File: src/rtl/dmem_if.sv
// Data-memory bus bundle shared between the pipeline memory controller
// (master) and the memory model or memory system (slave).
interface dmem_if;
   logic        bus_req;
   logic        bus_we;
   logic [31:0] bus_addr;
   logic [31:0] bus_wdata;
   logic [31:0] bus_rdata;
   logic        bus_ack;

   // The controller drives request, direction, address and store data.
   // It receives read data and the completion strobe.
   modport master (
      output bus_req,
      output bus_we,
      output bus_addr,
      output bus_wdata,
      input  bus_rdata,
      input  bus_ack
   );

   // The memory side sees the request and answers with data and an ack.
   modport slave (
      input  bus_req,
      input  bus_we,
      input  bus_addr,
      input  bus_wdata,
      output bus_rdata,
      output bus_ack
   );
endinterface

File: src/rtl/dmem_ctrl.sv
// Data-memory controller for the EX/MEM boundary.
// It turns an aligned load or store from EX into a single bus transaction
// and stalls the front of the pipeline until the memory acknowledges or
// the wait times out. Misaligned accesses and rd/wr conflicts never reach
// the bus. They raise a one-cycle exception and load ERR_DATA instead.
module dmem_ctrl #(
   parameter int unsigned TIMEOUT  = 255,
   parameter logic [31:0] ERR_DATA = 32'hDEAD_BEEF
) (
   input  logic        clk,
   input  logic        rst,
   input  logic        ex_valid,
   input  logic        ex_mem_rd,
   input  logic        ex_mem_wr,
   input  logic [31:0] ex_addr,
   input  logic [31:0] ex_wdata,
   output logic        stall,
   output logic [31:0] mem_out,
   output logic        mem_exc,
   dmem_if.master      bus
);

   typedef enum logic [1:0] {
      IDLE = 2'd0,
      BUSY = 2'd1,
      DONE = 2'd2
   } state_t;

   // Last counter value allowed in BUSY before the transfer is abandoned.
   localparam logic [7:0] TO_LAST = 8'(TIMEOUT - 1);

   state_t      state_q, state_d;
   logic        bus_req_q, bus_req_d;
   logic        bus_we_q, bus_we_d;
   logic [31:0] bus_addr_q, bus_addr_d;
   logic [31:0] bus_wdata_q, bus_wdata_d;
   logic [31:0] mem_out_q, mem_out_d;
   logic        mem_exc_q, mem_exc_d;
   logic [7:0]  cnt_q, cnt_d;

   logic        access;
   logic        bad_access;

   // Classify the EX-stage instruction: a clean aligned access or an error.
   always_comb begin
      access     = ex_valid & (ex_mem_rd ^ ex_mem_wr) & (ex_addr[1:0] == 2'b00);
      bad_access = ex_valid & ((ex_mem_rd & ex_mem_wr) |
                               ((ex_mem_rd | ex_mem_wr) & (ex_addr[1:0] != 2'b00)));
   end

   // Next-state and next-output logic for the IDLE/BUSY/DONE sequence.
   always_comb begin
      state_d     = state_q;
      bus_req_d   = bus_req_q;
      bus_we_d    = bus_we_q;
      bus_addr_d  = bus_addr_q;
      bus_wdata_d = bus_wdata_q;
      mem_out_d   = mem_out_q;
      mem_exc_d   = 1'b0;
      cnt_d       = cnt_q;

      case (state_q)
         IDLE: begin
            if (access) begin
               state_d     = BUSY;
               bus_req_d   = 1'b1;
               bus_we_d    = ex_mem_wr;
               bus_addr_d  = {ex_addr[31:2], 2'b00};
               bus_wdata_d = ex_wdata;
               cnt_d       = 8'd0;
            end else if (bad_access) begin
               mem_exc_d = 1'b1;
               mem_out_d = ERR_DATA;
            end
         end
         BUSY: begin
            if (bus.bus_ack) begin
               bus_req_d = 1'b0;
               if (!bus_we_q) begin
                  mem_out_d = bus.bus_rdata;
               end
               state_d = DONE;
            end else if (cnt_q == TO_LAST) begin
               bus_req_d = 1'b0;
               mem_out_d = ERR_DATA;
               mem_exc_d = 1'b1;
               state_d   = DONE;
            end else if (cnt_q != 8'hFF) begin
               cnt_d = cnt_q + 8'd1;
            end
         end
         DONE: begin
            state_d = IDLE;
         end
         default: begin
            state_d = IDLE;
         end
      endcase
   end

   // The stall goes high in the same cycle an access is seen, so EX holds the
   // instruction. It is forced low while reset is asserted.
   always_comb begin
      stall = 1'b0;
      if (!rst) begin
         stall = (state_q == BUSY) | ((state_q == IDLE) & access);
      end
   end

   // All controller state and registered outputs. An asynchronous reset
   // abandons any transfer in flight.
   always_ff @(posedge clk or posedge rst) begin
      if (rst) begin
         state_q     <= IDLE;
         bus_req_q   <= 1'b0;
         bus_we_q    <= 1'b0;
         bus_addr_q  <= 32'd0;
         bus_wdata_q <= 32'd0;
         mem_out_q   <= 32'd0;
         mem_exc_q   <= 1'b0;
         cnt_q       <= 8'd0;
      end else begin
         state_q     <= state_d;
         bus_req_q   <= bus_req_d;
         bus_we_q    <= bus_we_d;
         bus_addr_q  <= bus_addr_d;
         bus_wdata_q <= bus_wdata_d;
         mem_out_q   <= mem_out_d;
         mem_exc_q   <= mem_exc_d;
         cnt_q       <= cnt_d;
      end
   end

   assign bus.bus_req   = bus_req_q;
   assign bus.bus_we    = bus_we_q;
   assign bus.bus_addr  = bus_addr_q;
   assign bus.bus_wdata = bus_wdata_q;
   assign mem_out       = mem_out_q;
   assign mem_exc       = mem_exc_q;

endmodule

File: src/flat_wrapper.sv
// flat-port wrapper written by rule: the top's interface ports become plain ports
module dmem_ctrl_flat 
#(
   parameter int unsigned TIMEOUT  = 255,
   parameter logic [31:0] ERR_DATA = 32'hDEAD_BEEF
)
  (clk, rst, ex_valid, ex_mem_rd, ex_mem_wr, ex_addr, ex_wdata, stall, mem_out, mem_exc, bus_bus_req, bus_bus_we, bus_bus_addr, bus_bus_wdata, bus_bus_rdata, bus_bus_ack);
  dmem_if bus_i ();
  input  logic clk;
  input  logic rst;
  input  logic ex_valid;
  input  logic ex_mem_rd;
  input  logic ex_mem_wr;
  input  logic [31:0] ex_addr;
  input  logic [31:0] ex_wdata;
  output logic stall;
  output logic [31:0] mem_out;
  output logic mem_exc;
  output wire logic [$bits(bus_i.bus_req)-1:0] bus_bus_req;
  output wire logic [$bits(bus_i.bus_we)-1:0] bus_bus_we;
  output wire logic [$bits(bus_i.bus_addr)-1:0] bus_bus_addr;
  output wire logic [$bits(bus_i.bus_wdata)-1:0] bus_bus_wdata;
  input wire logic [$bits(bus_i.bus_rdata)-1:0] bus_bus_rdata;
  input wire logic [$bits(bus_i.bus_ack)-1:0] bus_bus_ack;
  assign bus_bus_req = bus_i.bus_req;
  assign bus_bus_we = bus_i.bus_we;
  assign bus_bus_addr = bus_i.bus_addr;
  assign bus_bus_wdata = bus_i.bus_wdata;
  assign bus_i.bus_rdata = bus_bus_rdata;
  assign bus_i.bus_ack = bus_bus_ack;
  dmem_ctrl #(.TIMEOUT(TIMEOUT), .ERR_DATA(ERR_DATA)) u_core (.clk(clk), .rst(rst), .ex_valid(ex_valid), .ex_mem_rd(ex_mem_rd), .ex_mem_wr(ex_mem_wr), .ex_addr(ex_addr), .ex_wdata(ex_wdata), .stall(stall), .mem_out(mem_out), .mem_exc(mem_exc), .bus(bus_i));
endmodule
File: config.mk
export PLATFORM = sky130hd
export DESIGN_NAME = dmem_ctrl_flat
export DESIGN_NICKNAME = d
export VERILOG_FILES = /design/src/rtl/dmem_if.sv /design/src/rtl/dmem_ctrl.sv /design/src/flat_wrapper.sv
export SDC_FILE = /design/constraint.sdc
export NUM_CORES = 1
export LEC_CHECK = 0
export CAP_MARGIN = 20
export CORE_UTILIZATION = 42
export CTS_CLUSTER_SIZE = 25
export DETAILED_ROUTE_END_ITERATION = 10
export GPL_ROUTABILITY_DRIVEN = 0
export PLACE_DENSITY_LB_ADDON = 0.15
export SKIP_CTS_REPAIR_TIMING = 1
export SLEW_MARGIN = 20
export SYNTH_ARGS = -nofsm -noshare
export SYNTH_HDL_FRONTEND = slang
export SYNTH_SLANG_ARGS = --single-unit
File: constraint.sdc
create_clock -name clk -period 4.6 [get_ports clk]
set_input_delay 1.38 -clock clk [delete_from_list [all_inputs] [get_ports clk]]
set_output_delay 1.38 -clock clk [all_outputs]
set_load 0.1 [all_outputs]
==> results by group <==
Cells and area
  • Area Growth Syn to Fin: 49.4%
  • Layout cells sized above 1: 5.80%
  • # diodes: 0
  • FILL cells: 883
  • Utilization after layout: 65.9%
  • Nets: 791

Run
  • Max_cap viols: 0

Timing
  • Slew Limit Headroom: 29.8%
  • Min Tclk post-route: 4.30 ns
  • Fmax: 0.232 GHz
  • Slew @ Worst Pin: 1.05 ns
  • Setup TNS: 0 ns
  • Final period utilization: 93.6%
  • Post-route clock skew: 0.0112 ns
  • Setup violators final: 0
  • Hold violation count in the final report: 0
  • Slew Limit Fails: 0
  • RSZ-0062 raised after global routing: no

Synthesis
  • Most common cell in the synthesized netlist: nand2_1
  • Post-synth top cells: 200 x nand2_1, 107 x dfrtp_1, 29 x nor2_1
  • Mapped cell area: 4640 µm²
  • Leading area contributor after synthesis: dfrtp_1
  • Synth Instances: 500
  • Async S/R FF share, synth: 100%
  • Synth warn: 0
  • FF+latch count, synth: 107
  • Most used DFF post-synth: dfrtp_1
  • Synth top area cells: dfrtp_1 58%, nand2_1 16%, a211oi_1 3.9%, o22ai_1 3.2%, nor2_1 2.3%
  • Post-synth cell types: 42
  • Synth Area per Inst: 9.27 µm²
  • Top-area cell type share of the netlist area: 57.8%
  • Sequential fraction of the synthesis area: 57.8%
  • Number of flops mapped to enable cells by yosys: 0

Die
  • Die Y: 107 µm
  • Die Outline Area: 11500 µm²
  • I/O pin count: 202
  • Num rows: 37
  • Die width: 107 µm
  • Initial core utilization: 44.1%
  • Core Area: 10500 µm²

Drt
  • DR iter-0 viols: 259
  • Detailed Routing Iterations Pass 1: 4
  • Via count: 4191
  • Vias per cell: 5.07
  • DR DRC count: 0
  • Antenna viol nets, final: 0
  • Detailed Route WL: 12700 µm
  • WL/cell: 15.4 µm

Place
  • DP Wirelength: 8800 µm
  • Port Buffer Count: 199

Clock network
  • Reg clk slew, reported paths: 0.09 ns
  • Clock Latency Late Sink: 0.37 ns
  • CTS tree: yes
  • Clock Tree Buf Depth: 2
  • H-Tree Depth: 3
  • CTS sink cnt: 107
  • CTS Root Cell: clkbuf_8
  • TritonCTS buffer count: 9

Setup path
  • Crit-path max FO: 2
  • Slowest cell delay on critical path: 0.49 ns
  • CP Data Required Time: 3.22 ns
  • Critical path type: input port to output pin
  • Worst setup SP type: input port
  • Reg-to-reg setup timing slack: 1.95 ns
  • CP endpoint kind: output pin
  • CP Cell Sequence: clkdlybuf4s50_1, inv_1, ha_1, nor3b_4, nand2_2, a21oi_4, buf_12
  • Worst path arrival time: 2.92 ns
  • Slowest-stage cell, CP: clkdlybuf4s50_1

Hold path
  • Worst hold-check path type: register to register

Status
  • Outcome: completed

Global route
  • Initial antenna violation count: 0
  • Largest net degree at the start of global routing: 70
  • Vias in the first global route: 4338
  • GRT Util Overall: 22.8%
  • First-pass GRT wire length: 20700 µm
  • Grt total ovfl: 0

Power
  • P_leak: 3.05 nW
  • Pwr Density: 547 nW/µm²
  • VDD IR max: 0.389 mV
-- layer usage --
| metal | GRT usage, % | up-vias | wire length (µm) |
|---|---|---|---|
| li1 | - | 2051 | - |
| met1 | 28.5 | 1947 | 5410 |
| met2 | 36.7 | 169 | 5840 |
| met3 | 8.09 | 24 | 1180 |
| met4 | 8.02 | 0 | 285 |
| met5 | 0 | - | 0 |
-- critical path: cells and delay by family --
kind / cells / cell delay (ns)
buffers and inverters: 3 / 0.74
and+or+nand+nor: 2 / 0.35
adders and majority gates: 1 / 0.27
AOI/OAI and AO/OA: 1 / 0.18
-- placed cells by master, fill, tap and decap left out, types with 8 or more instances in the layout --
master / instances
a211oi_1: 24
a22oi_1: 8
buf_4: 8
clkbuf_8: 10
clkdlybuf4s50_1: 198
dfrtp_1: 107
nand2_1: 199
nor2_1: 29
o211ai_1: 8
o22ai_1: 24
-- area by class of cell --
class | count | area (µm²) | share of cell area, %
flip-flops and latches | 107 | 2680 | 38.6
clock inverters | 6 | 47.5 | 0.686
repair buffers | 208 | 2080 | 30.1
clock buffers | 10 | 138 | 1.99
well taps | 136 | 170 | 2.46
inverters | 7 | 28.8 | 0.415
multi-input cells | 352 | 1780 | 25.8
-- kinds of logic after synthesis --
| group | share of synthesized area, % |
|---|---|
| AOI/OAI and AO/OA | 13.8 |
| adders and majority gates | 1.08 |
| buffers and inverters | 4.16 |
| DFF | 57.8 |
| muxes | 0.432 |
| other | 0.0809 |
| and+or+nand+nor | 22.7 |
-- path summary, 6_finish.rpt --
path                                               from                  endpoint  depth (start not counted)
worst max-delay path                          ex_mem_wr                     stall                          7
worst min-delay path            u_core.bus.bus_wdata[3]   u_core.bus.bus_wdata[3]                          2
max in group asynchronous                           rst  u_core.bus.bus_wdata[10]                          3
worst max register to register        u_core.state_q[0]           u_core.cnt_q[4]                          5
worst min register to register  u_core.bus.bus_wdata[3]   u_core.bus.bus_wdata[3]                          2
min in group asynchronous                           rst         u_core.state_q[1]                          2
-- stage by stage --
step	hold slack, ns	cells	total power, mW	worst slack, ns	cell area, µm²
floorplan	0.502	501	2.73	0.0627	4650
global placement	0.457	810	3.25	0.335	6740
detailed placement	0.461	810	3.27	0.300	6740
CTS	0.485	826	3.82	0.296	6930
global route	0.506	826	3.94	0.200	6930
finish	0.479	826	3.79	0.296	6930
-- flip-flops by register name (all words and copies together) (netlist names) --
signal                count
u_core.bus.bus_wdata     32
u_core.cnt_q              8
u_core.bus.bus_req        1
u_core.bus.bus_addr      30
u_core.bus.bus_we         1
u_core.mem_exc            1
u_core.mem_out           32
u_core.state_q            2
-- where the power goes --
group	internal (mW)	switching (mW)	total, mW
clock	0.217	0.328	0.545
sequential	1.12	0.120	1.24
combinational	0.449	1.56	2.01
(Power assumes the default switching activity.)
==> edit 1 (config.mk and constraints unchanged) <==
Encoding of `state_t`: now one-hot (3 bits for 3 states).
--- a/src/rtl/dmem_ctrl.sv
+++ b/src/rtl/dmem_ctrl.sv
@@ -22,6 +22,6 @@
 
-   typedef enum logic [1:0] {
-      IDLE = 2'd0,
-      BUSY = 2'd1,
-      DONE = 2'd2
+   typedef enum logic [2:0] {
+      IDLE = 3'b001,
+      BUSY = 3'b010,
+      DONE = 3'b100
    } state_t;
Check against the original RTL: no difference found for any inputs over 4 cycles, from zero or initial values and one cycle with rst high; so few cycles prove little.
==> edit 1 against the unedited design <==
- synthesized cell count decreased by 7.8%
- combinational power decreased by 16%
- total power shrank 8.8%
- routed wire length fell by 7.5%
- clock power up 8.8%
- register-to-register slack better by 0.41 ns
- sequential cell count increased by 1
- synthesized area increased by 0.24%
- worst setup slack lost 0.17 ns
- utilization is 1.0 points lower
- cell area increased by 1.1%
- largest power group unchanged
==> edit 1: results (changes against the unedited design) <==
Root Driver: clkbuf_8 (unchanged)
Worst setup path endpoint: stall (unchanged)
Worst R2R End: u_core.mem_out[26] (was u_core.cnt_q[4])
Clock buffers: 12 (was 10)
Place WS: 0.07738 ns (was 0.2999 ns)
Initial DRC Count: 176 (was 259)
Sequential area share after synthesis: 58.19% (was 57.76%)
Core area: 10790 sq um (was 10510 sq um)
Layout Nets: 765 (was 791)
Area of the multi-input gates: 1782 sq um (was 1784 sq um)
Netlist cell types: 39 (was 42)
Synth Area in Compound Gates: 2.989% (was 13.82%)
Count of non-CTS inverters in the layout: 14 (was 7)
Async set-reset flop share out of synthesis: 100.0% (unchanged)
WL per Instance: 14.63 microns (was 15.40 microns)
Met2 Track Usage GR: 32.35% (was 36.68%)
Vias in the first global route: 3807 (was 4338)
Sw Pwr: 1.695 mW (was 2.009 mW)
Multi-input gates: 316 (was 352)
Lkg Pwr: 3.151 nW (was 3.054 nW)
Adder-cell share of the synthesized area: 1.077% (was 1.080%)
Syn Inst Count: 461 (was 500)
Share of cells above drive strength 1: 9.488% (was 5.797%)
CP Data Arrival Time: 3.09 ns (was 2.92 ns)
Design Area, Final: 7003 sq um (was 6928 sq um)
Buffering overhead: 29.77% (was 30.05%)
Mux share of post-synthesis cell area: 9.532% (was 0.4318%)
WL met2: 5259 microns (was 5836 microns)
Finished Layout Cells: 804 (was 826)
Gr usage total: 21.07% (was 22.83%)
Largest net degree at the start of global routing: 68 (was 70)
Clk_skew: 0.01087 ns (was 0.01119 ns)
Main area contributors after synthesis: dfrtp_1 (58%), nand2_1 (16%), mux2_4 (7.1%) (was dfrtp_1 (58%), nand2_1 (16%), a211oi_1 (3.9%))
Slew HR: 32.11% (was 29.78%)
First-pass GRT wire length: 18750 microns (was 20710 microns)
Met3 Track Usage GR: 6.444% (was 8.085%)
Max IR drop VDD: 0.4167 mV (was 0.3887 mV)
Min-delay src: u_core.bus.bus_addr[31] (was u_core.bus.bus_wdata[3])
Hold slack: 0.4782 ns (was 0.4789 ns)
Post-Synth XOR/XNOR Area: 0.3770% (was 0%)
Placed Cells: 788 (was 810)
FF-to-FF Start: u_core.cnt_q[0] (was u_core.state_q[0])
Final Worst Setup Slack: 0.1276 ns (was 0.2960 ns)
Placed cell areas: 6795 sq um (was 6743 sq um)
Vias per std cell: 4.749 (was 5.074)
Hold Path End: u_core.bus.bus_addr[31] (was u_core.bus.bus_wdata[3])
Number of flops mapped to enable cells by yosys: 0 (unchanged)
HPWL after DPL: 8523 microns (was 8795 microns)
Buffers excl. clock: 210 (was 208)
Synth cell count leaders: nand2_1 (200), dfrtp_1 (107), nand2b_1 (27), mux2_4 (22), inv_1 (14) (was nand2_1 (200), dfrtp_1 (107), nor2_1 (29), a211oi_1 (24), o22ai_1 (24))
GR Util met1: 27.91% (was 28.46%)
DR WL met3: 1010 microns (was 1182 microns)
Fillers: 922 (was 883)
Reg2Reg Depth: 7 (was 5)
Status: finished, final reports clean (unchanged)
Seq_cells: 108 (was 107)
Reg-to-reg slack, setup: 2.36 ns (was 1.95 ns)
Clock-cell share: 2.894% (was 2.673%)
==> edit 1: logic make-up (layout without fill, tap and decap cells) <==
logic type      after synthesis  after routing
flops                       108            108
other cells                   1              2
xor+xnor                      2              2
compound gates               20             20
mux                          33             33
fa+ha+maj                     4              4
simple gates                255            255
buf+inv                      38            240
==> edit 1: power by group through the flow <==
stage	clock network (mW)	registers (mW)	logic [mW]
after CTS	0.608	1.18	1.70
after global routing	0.646	1.19	1.76
after detailed placement	0	1.19	1.70
after floorplan	0	2.24	0.196
final	0.593	1.17	1.69
after global placement	0	1.18	1.69
==> edit 1: worst reg2reg max path, stage by stage (launching register included) <==
cell and delay, ns:
dfrtp_1 0.43, inv_1 0.08, ha_1 0.17, nand3_1 0.09, o21ai_1 0.18, and4b_2 0.54, buf_4 0.32, mux2_4 0.32
==> edit 2 (config.mk and constraints unchanged) <==
Made on the original files. `TIMEOUT` is set to 255 in 2 places; all go to 128.
--- a/src/rtl/dmem_ctrl.sv
+++ b/src/rtl/dmem_ctrl.sv
@@ -6,3 +6,3 @@
 module dmem_ctrl #(
-   parameter int unsigned TIMEOUT  = 255,
+   parameter int unsigned TIMEOUT  = 128,
    parameter logic [31:0] ERR_DATA = 32'hDEAD_BEEF
--- a/src/flat_wrapper.sv
+++ b/src/flat_wrapper.sv
@@ -3,3 +3,3 @@
 #(
-   parameter int unsigned TIMEOUT  = 255,
+   parameter int unsigned TIMEOUT  = 128,
    parameter logic [31:0] ERR_DATA = 32'hDEAD_BEEF
Function: same outputs for any inputs over 4 cycles, from zero or initial values and one cycle with rst high; that may be too few to reach the edited logic, so the function may still have changed.
==> edit 2 against the unedited design <==
- fmax shrank 1.8%
- sequential cell count is the same
- sequential share of layout area up 2.0 points
- cell area fell by 4.9%
- register-to-register slack improved by 0.29 ns
- worst setup slack worse by 0.081 ns
- clock skew down 0.0033 ns
- total power is 2.4% higher
- synthesized area is 8.6% lower
- routed wire length down 20%
- via count shrank 25%
- largest power group unchanged
- highest routed layer unchanged
==> edit 2: results (changes against the unedited design) <==
Finished Layout Cells: 627 (was 826)
Synth cell count leaders: dfrtp_1 (107), mux2_2 (62), o22a_1 (24), nand2_1 (11), nor2_1 (10) (was nand2_1 (200), dfrtp_1 (107), nor2_1 (29), a211oi_1 (24), o22ai_1 (24))
Metal1 wirelength: 4183 microns (was 5414 microns)
Sw Pwr: 1.902 mW (was 2.009 mW)
Initial DRC Count: 70 (was 259)
Avg Cell Area, Syn: 14.41 sq um (was 9.271 sq um)
Clk_lat worst skew: 0.35 ns (was 0.37 ns)
Clock network power share: 16.9% (was 14.4%)
GR Util met1: 24.31% (was 28.46%)
Fillers: 734 (was 883)
Critical Path Fanout Max: 4 (was 2)
Main area contributors after synthesis: dfrtp_1 (63%), mux2_2 (16%), o22a_1 (5.0%) (was dfrtp_1 (58%), nand2_1 (16%), a211oi_1 (3.9%))
Met2 Track Usage GR: 31.54% (was 36.68%)
Mux share of post-synthesis cell area: 16.72% (was 0.4318%)
Slew HR: 31.75% (was 29.78%)
Place WS: 0.2083 ns (was 0.2999 ns)
Layout Nets: 595 (was 791)
CP Data Arrival Time: 3.00 ns (was 2.92 ns)
Adder-cell share of the synthesized area: 0.8860% (was 1.080%)
DR WL met3: 870 microns (was 1182 microns)
Power, Total: 3.885 mW (was 3.792 mW)
Placed cell areas: 6361 sq um (was 6743 sq um)
Synth Area in Compound Gates: 11.02% (was 13.82%)
Core Util, Final: 67.43% (was 65.92%)
Largest net degree at the start of global routing: 71 (was 70)
Placed Cells: 612 (was 810)
First-pass GRT wire length: 15390 microns (was 20710 microns)
Vias per std cell: 4.994 (was 5.074)
WL met2: 4960 microns (was 5836 microns)
Vias in the first global route: 3129 (was 4338)
Status: finished, final reports clean (unchanged)
Lkg Pwr: 2.685 nW (was 3.054 nW)
-- edit 2: layout make-up --
| type | instances | share of cell area, % |
|---|---|---|
| Clock inverter | 5 | 1.557 |
| Timing Repair Buffer | 201 | 30.98 |
| Multi-Input combinational cell | 163 | 21.89 |
| Clock buffer | 10 | 1.936 |
| Sequential cell | 107 | 40.62 |
| Tap cell | 133 | 2.525 |
| Inverter | 8 | 0.4935 |
-- edit 2: final timing paths --
| kind | slack (ns) | end | start | depth (start not counted) |
|---|---|---|---|---|
| max | 0.22 | stall | ex_mem_rd | 7 |
| min | 0.50 | u_core.mem_out[21] | u_core.mem_out[21] | 1 |
| max reg2reg | 2.24 | u_core.mem_out[13] | u_core.state_q[0] | 3 |
| min reg2reg | 0.50 | u_core.mem_out[21] | u_core.mem_out[21] | 1 |
| max in group asynchronous | 2.44 | u_core.bus.bus_addr[18] | rst | 3 |
| min in group asynchronous | 1.44 | u_core.cnt_q[6] | rst | 2 |
